$ cat src/rtl/sga_game.sv
// Snake game controller for a 6x6 LED matrix.
// The snake moves one cell every MOVE_CYCLES clocks, grows when it eats the
// apple, and the game ends on a wall or self collision or on reaching MAX_SIZE.
module sga_game #(
  parameter int MOVE_CYCLES = 50,
  parameter int MAX_SIZE    = 15
) (
  input  logic        clock,
  input  logic        restart,
  input  logic [3:0]  buttons,
  input  logic        start,
  input  logic        pause,
  output logic        finished,
  output logic        won,
  output logic        lost,
  output logic [4:0]  db_state,
  output logic [35:0] db_leds,
  output logic [3:0]  db_size
);

  localparam logic [4:0] S_IDLE   = 5'd0;
  localparam logic [4:0] S_INIT   = 5'd1;
  localparam logic [4:0] S_PLAY   = 5'd2;
  localparam logic [4:0] S_MOVE   = 5'd3;
  localparam logic [4:0] S_CHECK  = 5'd4;
  localparam logic [4:0] S_APPLE  = 5'd5;
  localparam logic [4:0] S_PAUSED = 5'd6;
  localparam logic [4:0] S_WON    = 5'd7;
  localparam logic [4:0] S_LOST   = 5'd8;

  localparam logic [1:0] DIR_RIGHT = 2'd0;
  localparam logic [1:0] DIR_LEFT  = 2'd1;
  localparam logic [1:0] DIR_UP    = 2'd2;
  localparam logic [1:0] DIR_DOWN  = 2'd3;

  localparam int TW = (MOVE_CYCLES > 1) ? $clog2(MOVE_CYCLES) : 1;
  localparam logic [TW-1:0] TIMER_LAST = TW'(MOVE_CYCLES - 1);

  localparam logic [5:0] LFSR_SEED  = 6'b000001;
  localparam logic [5:0] INIT_HEAD  = 6'd14;
  localparam logic [5:0] INIT_TAIL  = 6'd13;
  localparam logic [5:0] INIT_APPLE = 6'd17;
  localparam logic [5:0] NUM_CELLS  = 6'd36;

  logic [4:0]    stateQ, stateD;
  logic [TW-1:0] timerQ, timerD;
  logic [1:0]    dirQ, dirD;
  logic [1:0]    pendQ, pendD;
  logic [3:0]    sizeQ, sizeD;
  logic [5:0]    appleQ, appleD;
  logic [5:0]    lfsrQ, lfsrD;
  logic [5:0]    snakeQ [MAX_SIZE];
  logic [5:0]    snakeD [MAX_SIZE];

  logic [1:0]    reqDir;
  logic [1:0]    refDir;
  logic          steerable;
  logic [5:0]    headCell;
  logic [2:0]    headRow;
  logic [2:0]    headCol;
  logic [5:0]    nextHead;
  logic          offGrid;
  logic [35:0]   snakeMask;
  logic [35:0]   image;
  logic          selfHit;
  logic [3:0]    sizeInc;

  assign headCell = snakeQ[0];
  assign headRow  = 3'(headCell / 6'd6);
  assign headCol  = 3'(headCell % 6'd6);
  assign sizeInc  = sizeQ + 4'd1;

  // Next head cell and wall detection, using the direction about to be committed
  always_comb begin
    nextHead = headCell;
    offGrid  = 1'b0;
    case (pendQ)
      DIR_RIGHT: begin
        offGrid  = (headCol == 3'd5);
        nextHead = headCell + 6'd1;
      end
      DIR_LEFT: begin
        offGrid  = (headCol == 3'd0);
        nextHead = headCell - 6'd1;
      end
      DIR_UP: begin
        offGrid  = (headRow == 3'd0);
        nextHead = headCell - 6'd6;
      end
      default: begin
        offGrid  = (headRow == 3'd5);
        nextHead = headCell + 6'd6;
      end
    endcase
  end

  // Occupancy of the valid snake segments, and self collision of the head
  always_comb begin
    snakeMask = '0;
    selfHit   = 1'b0;
    for (int i = 0; i < MAX_SIZE; i++) begin
      if (i < int'(sizeQ) && snakeQ[i] < NUM_CELLS) begin
        snakeMask[snakeQ[i]] = 1'b1;
      end
      if (i > 0 && i < int'(sizeQ) && snakeQ[i] == headCell) begin
        selfHit = 1'b1;
      end
    end
  end

  // Matrix image: snake plus apple, blank until a game has been loaded
  always_comb begin
    image = snakeMask;
    if (sizeQ != 4'd0 && appleQ < NUM_CELLS) begin
      image[appleQ] = 1'b1;
    end
  end

  // Pending direction from the buttons: lowest bit wins, reversals are dropped
  always_comb begin
    pendD = pendQ;
    if (buttons[0]) begin
      reqDir = DIR_RIGHT;
    end else if (buttons[1]) begin
      reqDir = DIR_LEFT;
    end else if (buttons[2]) begin
      reqDir = DIR_UP;
    end else begin
      reqDir = DIR_DOWN;
    end
    refDir    = (stateQ == S_MOVE) ? pendQ : dirQ;
    steerable = (stateQ != S_IDLE) && (stateQ != S_WON) && (stateQ != S_LOST);
    if (stateQ == S_INIT) begin
      pendD = DIR_RIGHT;
    end else if (steerable && (buttons != 4'b0000) && (reqDir != (refDir ^ 2'b01))) begin
      pendD = reqDir;
    end
  end

  // Game FSM: timing, movement, scoring and apple placement
  always_comb begin
    stateD = stateQ;
    timerD = timerQ;
    dirD   = dirQ;
    sizeD  = sizeQ;
    appleD = appleQ;
    snakeD = snakeQ;
    lfsrD  = {lfsrQ[4:0], lfsrQ[5] ^ lfsrQ[4]};
    case (stateQ)
      S_IDLE: begin
        if (start) begin
          stateD = S_INIT;
        end
      end
      S_INIT: begin
        for (int i = 0; i < MAX_SIZE; i++) begin
          snakeD[i] = '0;
        end
        snakeD[0] = INIT_HEAD;
        snakeD[1] = INIT_TAIL;
        sizeD     = 4'd2;
        dirD      = DIR_RIGHT;
        appleD    = INIT_APPLE;
        timerD    = '0;
        stateD    = S_PLAY;
      end
      S_PLAY: begin
        if (pause) begin
          stateD = S_PAUSED;
        end else if (timerQ == TIMER_LAST) begin
          timerD = '0;
          stateD = S_MOVE;
        end else begin
          timerD = timerQ + TW'(1);
        end
      end
      S_PAUSED: begin
        if (!pause) begin
          stateD = S_PLAY;
        end
      end
      S_MOVE: begin
        dirD = pendQ;
        if (offGrid) begin
          stateD = S_LOST;
        end else begin
          for (int i = 1; i < MAX_SIZE; i++) begin
            snakeD[i] = snakeQ[i-1];
          end
          snakeD[0] = nextHead;
          stateD    = S_CHECK;
        end
      end
      S_CHECK: begin
        if (selfHit) begin
          stateD = S_LOST;
        end else if (headCell == appleQ) begin
          sizeD = sizeInc;
          if (sizeInc == 4'(MAX_SIZE)) begin
            stateD = S_WON;
          end else begin
            stateD = S_APPLE;
          end
        end else begin
          stateD = S_PLAY;
        end
      end
      S_APPLE: begin
        if (lfsrQ < NUM_CELLS && !snakeMask[lfsrQ]) begin
          appleD = lfsrQ;
          stateD = S_PLAY;
        end
      end
      S_WON, S_LOST: begin
        if (start) begin
          stateD = S_INIT;
        end
      end
      default: begin
        stateD = S_IDLE;
      end
    endcase
  end

  // State registers with asynchronous active-low restart
  always_ff @(posedge clock or negedge restart) begin
    if (!restart) begin
      stateQ <= S_IDLE;
      timerQ <= '0;
      dirQ   <= DIR_RIGHT;
      pendQ  <= DIR_RIGHT;
      sizeQ  <= '0;
      appleQ <= '0;
      lfsrQ  <= LFSR_SEED;
      for (int i = 0; i < MAX_SIZE; i++) begin
        snakeQ[i] <= '0;
      end
    end else begin
      stateQ <= stateD;
      timerQ <= timerD;
      dirQ   <= dirD;
      pendQ  <= pendD;
      sizeQ  <= sizeD;
      appleQ <= appleD;
      lfsrQ  <= lfsrD;
      snakeQ <= snakeD;
    end
  end

  assign won      = (stateQ == S_WON);
  assign lost     = (stateQ == S_LOST);
  assign finished = won | lost;
  assign db_state = stateQ;
  assign db_size  = sizeQ;
  assign db_leds  = image;

endmodule

$ cat config.mk
export PLATFORM = sky130hd
export DESIGN_NAME = sga_game
export DESIGN_NICKNAME = d
export VERILOG_FILES = /design/src/rtl/sga_game.sv
export SDC_FILE = /design/constraint.sdc
export NUM_CORES = 1
export LEC_CHECK = 0
export BUFFER_PORTS_ARGS = -buffer_cell sky130_fd_sc_hd__buf_2
export CAP_MARGIN = 40
export CORE_MARGIN = 10
export CORE_UTILIZATION = 37
export CTS_CLUSTER_DIAMETER = 80
export DETAILED_ROUTE_END_ITERATION = 10
export HOLD_SLACK_MARGIN = 0.1
export PLACE_DENSITY_LB_ADDON = 0.2
export REMOVE_ABC_BUFFERS = 1
export SYNTH_ARGS = -nofsm -noshare
export SYNTH_HDL_FRONTEND = slang
export SYNTH_SLANG_ARGS = --single-unit
$ cat constraint.sdc
create_clock -name clock -period 8.7 [get_ports clock]
set_input_delay 1.305 -clock clock [delete_from_list [all_inputs] [get_ports clock]]
set_output_delay 1.305 -clock clock [all_outputs]
set_load 0.005 [all_outputs]
# After elaboration in Yosys (flattened, before gate mapping)
# Index checks and enable logic that the tools add are counted.
# Widths: inputs -> output; s select.
op_classes:
  addsub: 6
  eq_ne: 40
  mux: 93
  n_bitwise: 18
  div_mod_pow: 2
  reduce_logical: 70
  n_lt_le_gt_ge: 65
op_table:
  columns: ["operator", "n"]
  rows:
  - ["$mux 36", 16]
  - ["$or 36x36->36", 15]
  - ["$pmux 90 s2", 1]
  - ["$lt 6x7->1 const B", 17]
  - ["$lt 6x6->1 const B", 17]
  - ["$demux 1 s6", 16]
  - ["$ge 6x1->1 const B", 16]
  - ["$eq 6x6->1", 15]
  - ["$mux 90", 1]
  - ["$logic_and 1x1->1", 51]
  - ["$mux 5", 7]
  - ["$pmux 5 s7", 1]
  - ["$mux 1", 32]
  - ["$lt 4x4->1 const A", 7]
  - ["$pmux 6 s2", 2]
  - ["$eq 5x3->1 const B", 4]
  - ["$mux 6", 3]
  - ["$pmux 6 s3", 1]
  - ["$lt 3x4->1 const A", 4]
  - ["$add 6x1->6 const B", 2]
  - ["$mux 2", 6]
  - ["$mux 4", 3]
  - ["$ne 2x2->1 const B", 6]
  - ["$eq 5x2->1 const B", 2]
  - ["other kinds (38)", 49]
totals:
  elab_cells: 316
  register_bits: 121

# Depth between registers and ports, before layout
logic_depth:
  ltp_word: 39
  ltp_mapped: 15
  ltp_nobuf: 13

# Least setup slack after synthesis
# Ideal clock, no wire load.
synth_timing:
  path_type: "flip-flop to output port"
  start: "register sizeQ[1], in the netlist db_size[1]"
  end: "output db_leds[12]"
  setup_slack_ns: 4.893
  t_arrival_ns: 2.502
  path_stages_with_launch: 11
  required_ns: 7.395
  cell_sequence: "dfrtp_1 clkbuf_1 inv_1 ha_1 or3b_1 buf_2 nand3_1 o221ai_1 or3_1 nor4_1 o21ai_0"
synth_between:
  elab_chain_cells: 33
  elab_cells_between_ends: 63
synth_lines:
  columns: ["element", "line", "rtl"]
  rows:
  - ["from (decl)", "49", "logic [3:0] sizeQ, sizeD;"]
  - ["from (signal assigned)", "243", "sizeQ <= sizeD;"]
  - ["$lt 1x4->1", null, null]
  - ["$logic_and 1x1->1", "102", "if (i < int'(sizeQ) && snakeQ[i] < NUM_CELLS) begin"]
  - ["$mux 36", "102", null]
  - ["$or 36x36->36 (no line)", null, null]
  - ["$mux 36", "102", null]
  - ["$or 36x36->36 (no line)", null, null]
  - ["$mux 36", "102", null]
  - ["$or 36x36->36 (no line)", null, null]
  - ["[... 17 more ...]", null, null]
  - ["$or 36x36->36 (no line)", null, null]
  - ["$mux 36", "102", null]
  - ["$or 36x36->36 (no line)", null, null]
  - ["$mux 36", "102", null]
  - ["$or 36x36->36 (no line)", null, null]
  - ["$mux 36", "102", null]
  - ["$or 36x36->36 (no line)", null, null]
  - ["$mux 36 (*)", "114", "if (sizeQ != 4'd0 && appleQ < NUM_CELLS) begin"]
  - ["to (decl)", "17", "output logic [35:0] db_leds,"]
# Mark *: on every way between the ends. The rest lies on a longest branch, timed or not.

# Final worst setup path
layout_timing:
  start: "register sizeQ[1], in the netlist db_size[1]"
  end: "output db_leds[4]"
# The elaborated chain is that of the path after synthesis.

==> results.json <==
{
  "status": "completed",
  "synth_commonest_cells": "291 x nand2_1, 144 x o21ai_0, 138 x clkbuf_1",
  "cap_violations": 0,
  "layout_setup_ws_ns": 2.72,
  "tightest_slew_ns": 1.08,
  "hpwlAfterDp_um": 69900,
  "synth_area_sq_um": 13500,
  "io_buffers": 54,
  "max_freq_mhz": 167,
  "ir_worst_vdd_v": 0.000210,
  "dieHeight_um": 211,
  "cp.required_ns": 7.39,
  "gp_congestion": 1.18,
  "cts_root_buffer": "clkbuf_16",
  "drive_gt1_share_pct": 11.0,
  "track_usage_pct": 40.0,
  "drt-initial-drc-count": 2901,
  "first_global_vias": 15724,
  "initial_core_util_pct": 37.6,
  "holdWs_ns": 0.501,
  "cts-buffers-inserted": 17,
  "cp-startpoint": "db_size[1]",
  "drt_wl_total_um": 91000,
  "overflow": 0,
  "post_cts_resized": 0,
  "tritoncts": "done",
  "synth.avg_cell_area_sq_um": 7.06,
  "synthMostInstantiatedCell": "nand2_1",
  "setup_violations": 0,
  "ctsHtreeMaxLevel": 4,
  "antenna_found_initial": 4,
  "hold_buffers": 0,
  "post_cts_buffers": 0,
  "die_area_sq_um": 44400,
  "hold_class": "reg -> reg",
  "ys_seq_area_share_pct": 22.3,
  "synth_seq_cells": 120,
  "finalHoldViolCount": 0,
  "r2r-start": "db_size[1]",
  "pre_cts_ws_ns": 3.49,
  "total_leakage_power_nw": 5.24,
  "core_sq_um": 35700,
  "fin_util_pct": 41.2,
  "syn_inst": 1907,
  "fillers": 3803,
  "viasPerCell": 7.29,
  "synth_ff_type": "dfrtp_1",
  "syn_to_final_growth_pct": 9.49,
  "rsz0062_at_grt": "false",
  "rows": 69,
  "fin_crit_ns": 5.98,
  "grt_start_max_net_pins": 147,
  "clkSinkCount": 120,
  "critPathCaptureType": "primary output",
  "nets": 1900,
  "start_kind": "flip-flop",
  "skew_ns": 0.0166,
  "yosysTopAreaCellShare_pct": 22.1,
  "worstPathArrival_ns": 4.68,
  "wire_per_inst_um": 38.8,
  "slew_violations": 0,
  "synth-edff-count": 0,
  "ys_types": 86,
  "clk_pin_slew_ns": 0.07,
  "drc": 0,
  "cts_max_path_buffers": 2,
  "slew_headroom_pct": 27.4,
  "crit_type": "reg -> out",
  "post-route-period-util_pct": 68.8,
  "clk_latency_ns": 0.46,
  "fin_setup_tns_ns": 0,
  "hold_start": "timerQ[5]",
  "die-width_um": 211,
  "antenna_left": 0,
  "synthTopCellsByArea": "dfrtp_1 22%, nand2_1 8.1%, o21ai_0 5.4%",
  "cp_max_fo": 19,
  "power.density_nw_per_um2": 266,
  "fin_cells": 2347,
  "num_vias": 17108,
  "grt_pass1_wl_um": 126000,
  "firstDrtPassIters": 6,
  "dp_cells": 2309,
  "yosys_warnings": 0,
  "io_pins": 56,
  "async_flop_share_pct": 100,
  "yosys.area.top_type": "dfrtp_1"
}
==> cell families after synthesis <==
logic type | share of synthesized area [%]
adders and majority gates | 1.97
and+or+nand+nor | 38.6
DFF | 22.3
muxes | 1.04
buffers and inverters | 6.16
other | 0.0279
xor gates and xnor gates | 6.70
AOI/OAI and AO/OA | 23.2
==> stage by stage <==
step                area [sq um]  total power [mW]
floorplan                  12800              2.12
global placement           14000              2.99
detailed placement         14100              3.06
CTS                        14700              3.80
global route               14700              4.05
finish                     14700              3.92
==> path summary, 6_finish.rpt <==
path / to / slack (ns) / depth (start not counted)
min: timerQ[5] / 0.50 / 1
max reg2reg: appleQ[5] / 3.53 / 12
min reg2reg: timerQ[5] / 0.50 / 1
max in group asynchronous: db_size[3] / 6.40 / 2
max: db_leds[4] / 2.72 / 9
min in group asynchronous: timerQ[4] / 0.95 / 1
==> power by group <==
part | switching (mW) | leakage (nW) | internal [mW]
logic | 1.42 | 3.36 | 0.691
registers | 0.406 | 1.61 | 0.663
clock network | 0.331 | 0.265 | 0.410
==> placed cells by master, fill, tap and decap left out, types with 31 or more instances in the layout <==
cell type	Yosys	layout
nand2_1	291	290
o21ai_0	144	143
nor2_1	132	131
dfrtp_1	119	118
o22ai_1	90	90
nand3_1	85	85
nor3_1	83	81
xnor2_1	65	65
buf_2	20	65
nand4_1	59	59
buf_4	1	45
nor4_1	44	43
a21oi_1	39	39
xor2_1	38	38
nand3b_1	37	37
or3_1	36	36
inv_1	33	33
nor2b_1	31	31
==> registers in the layout, summed over array words and instances (netlist names) <==
register	flops
snakeQ	84
db_state	4
pendQ	2
lfsrQ	6
appleQ	6
db_size	4
timerQ	6
headCell	6
dirQ	2
==> layer usage <==
layer  wire length, um  GRT usage (%)  vias up
met5                97          0.889        -
met4              7410           25.6        8
met3             12200           14.8      365
met2             36400           57.4     1435
met1             34900           49.5     8295
li1                  -              -     7005
==> final cells by class <==
| cell class | count | area (sq um) | area share (%) |
|---|---|---|---|
| multi-input cells | 1582 | 9680 | 65.7 |
| flip-flops and latches | 120 | 3010 | 20.4 |
| repair buffers | 118 | 773 | 5.25 |
| well taps | 461 | 577 | 3.92 |
| clock buffers | 19 | 453 | 3.07 |
| inverters | 33 | 124 | 0.841 |
| clock inverters | 12 | 116 | 0.790 |
| diodes | 2 | 5.00 | 0.0340 |
==> worst max-delay path, cell delays in order, from the launching register on <==
cell,delay [ns]
dfrtp_1,0.68
ha_1,0.60
or3_1,0.64
buf_4,0.31
a32oi_1,0.24
o21ai_0,0.18
nor4_1,0.85
nand3_1,0.21
or2_2,0.36
buf_2,0.14
No activity file was read; power rests on OpenSTA's default activity.
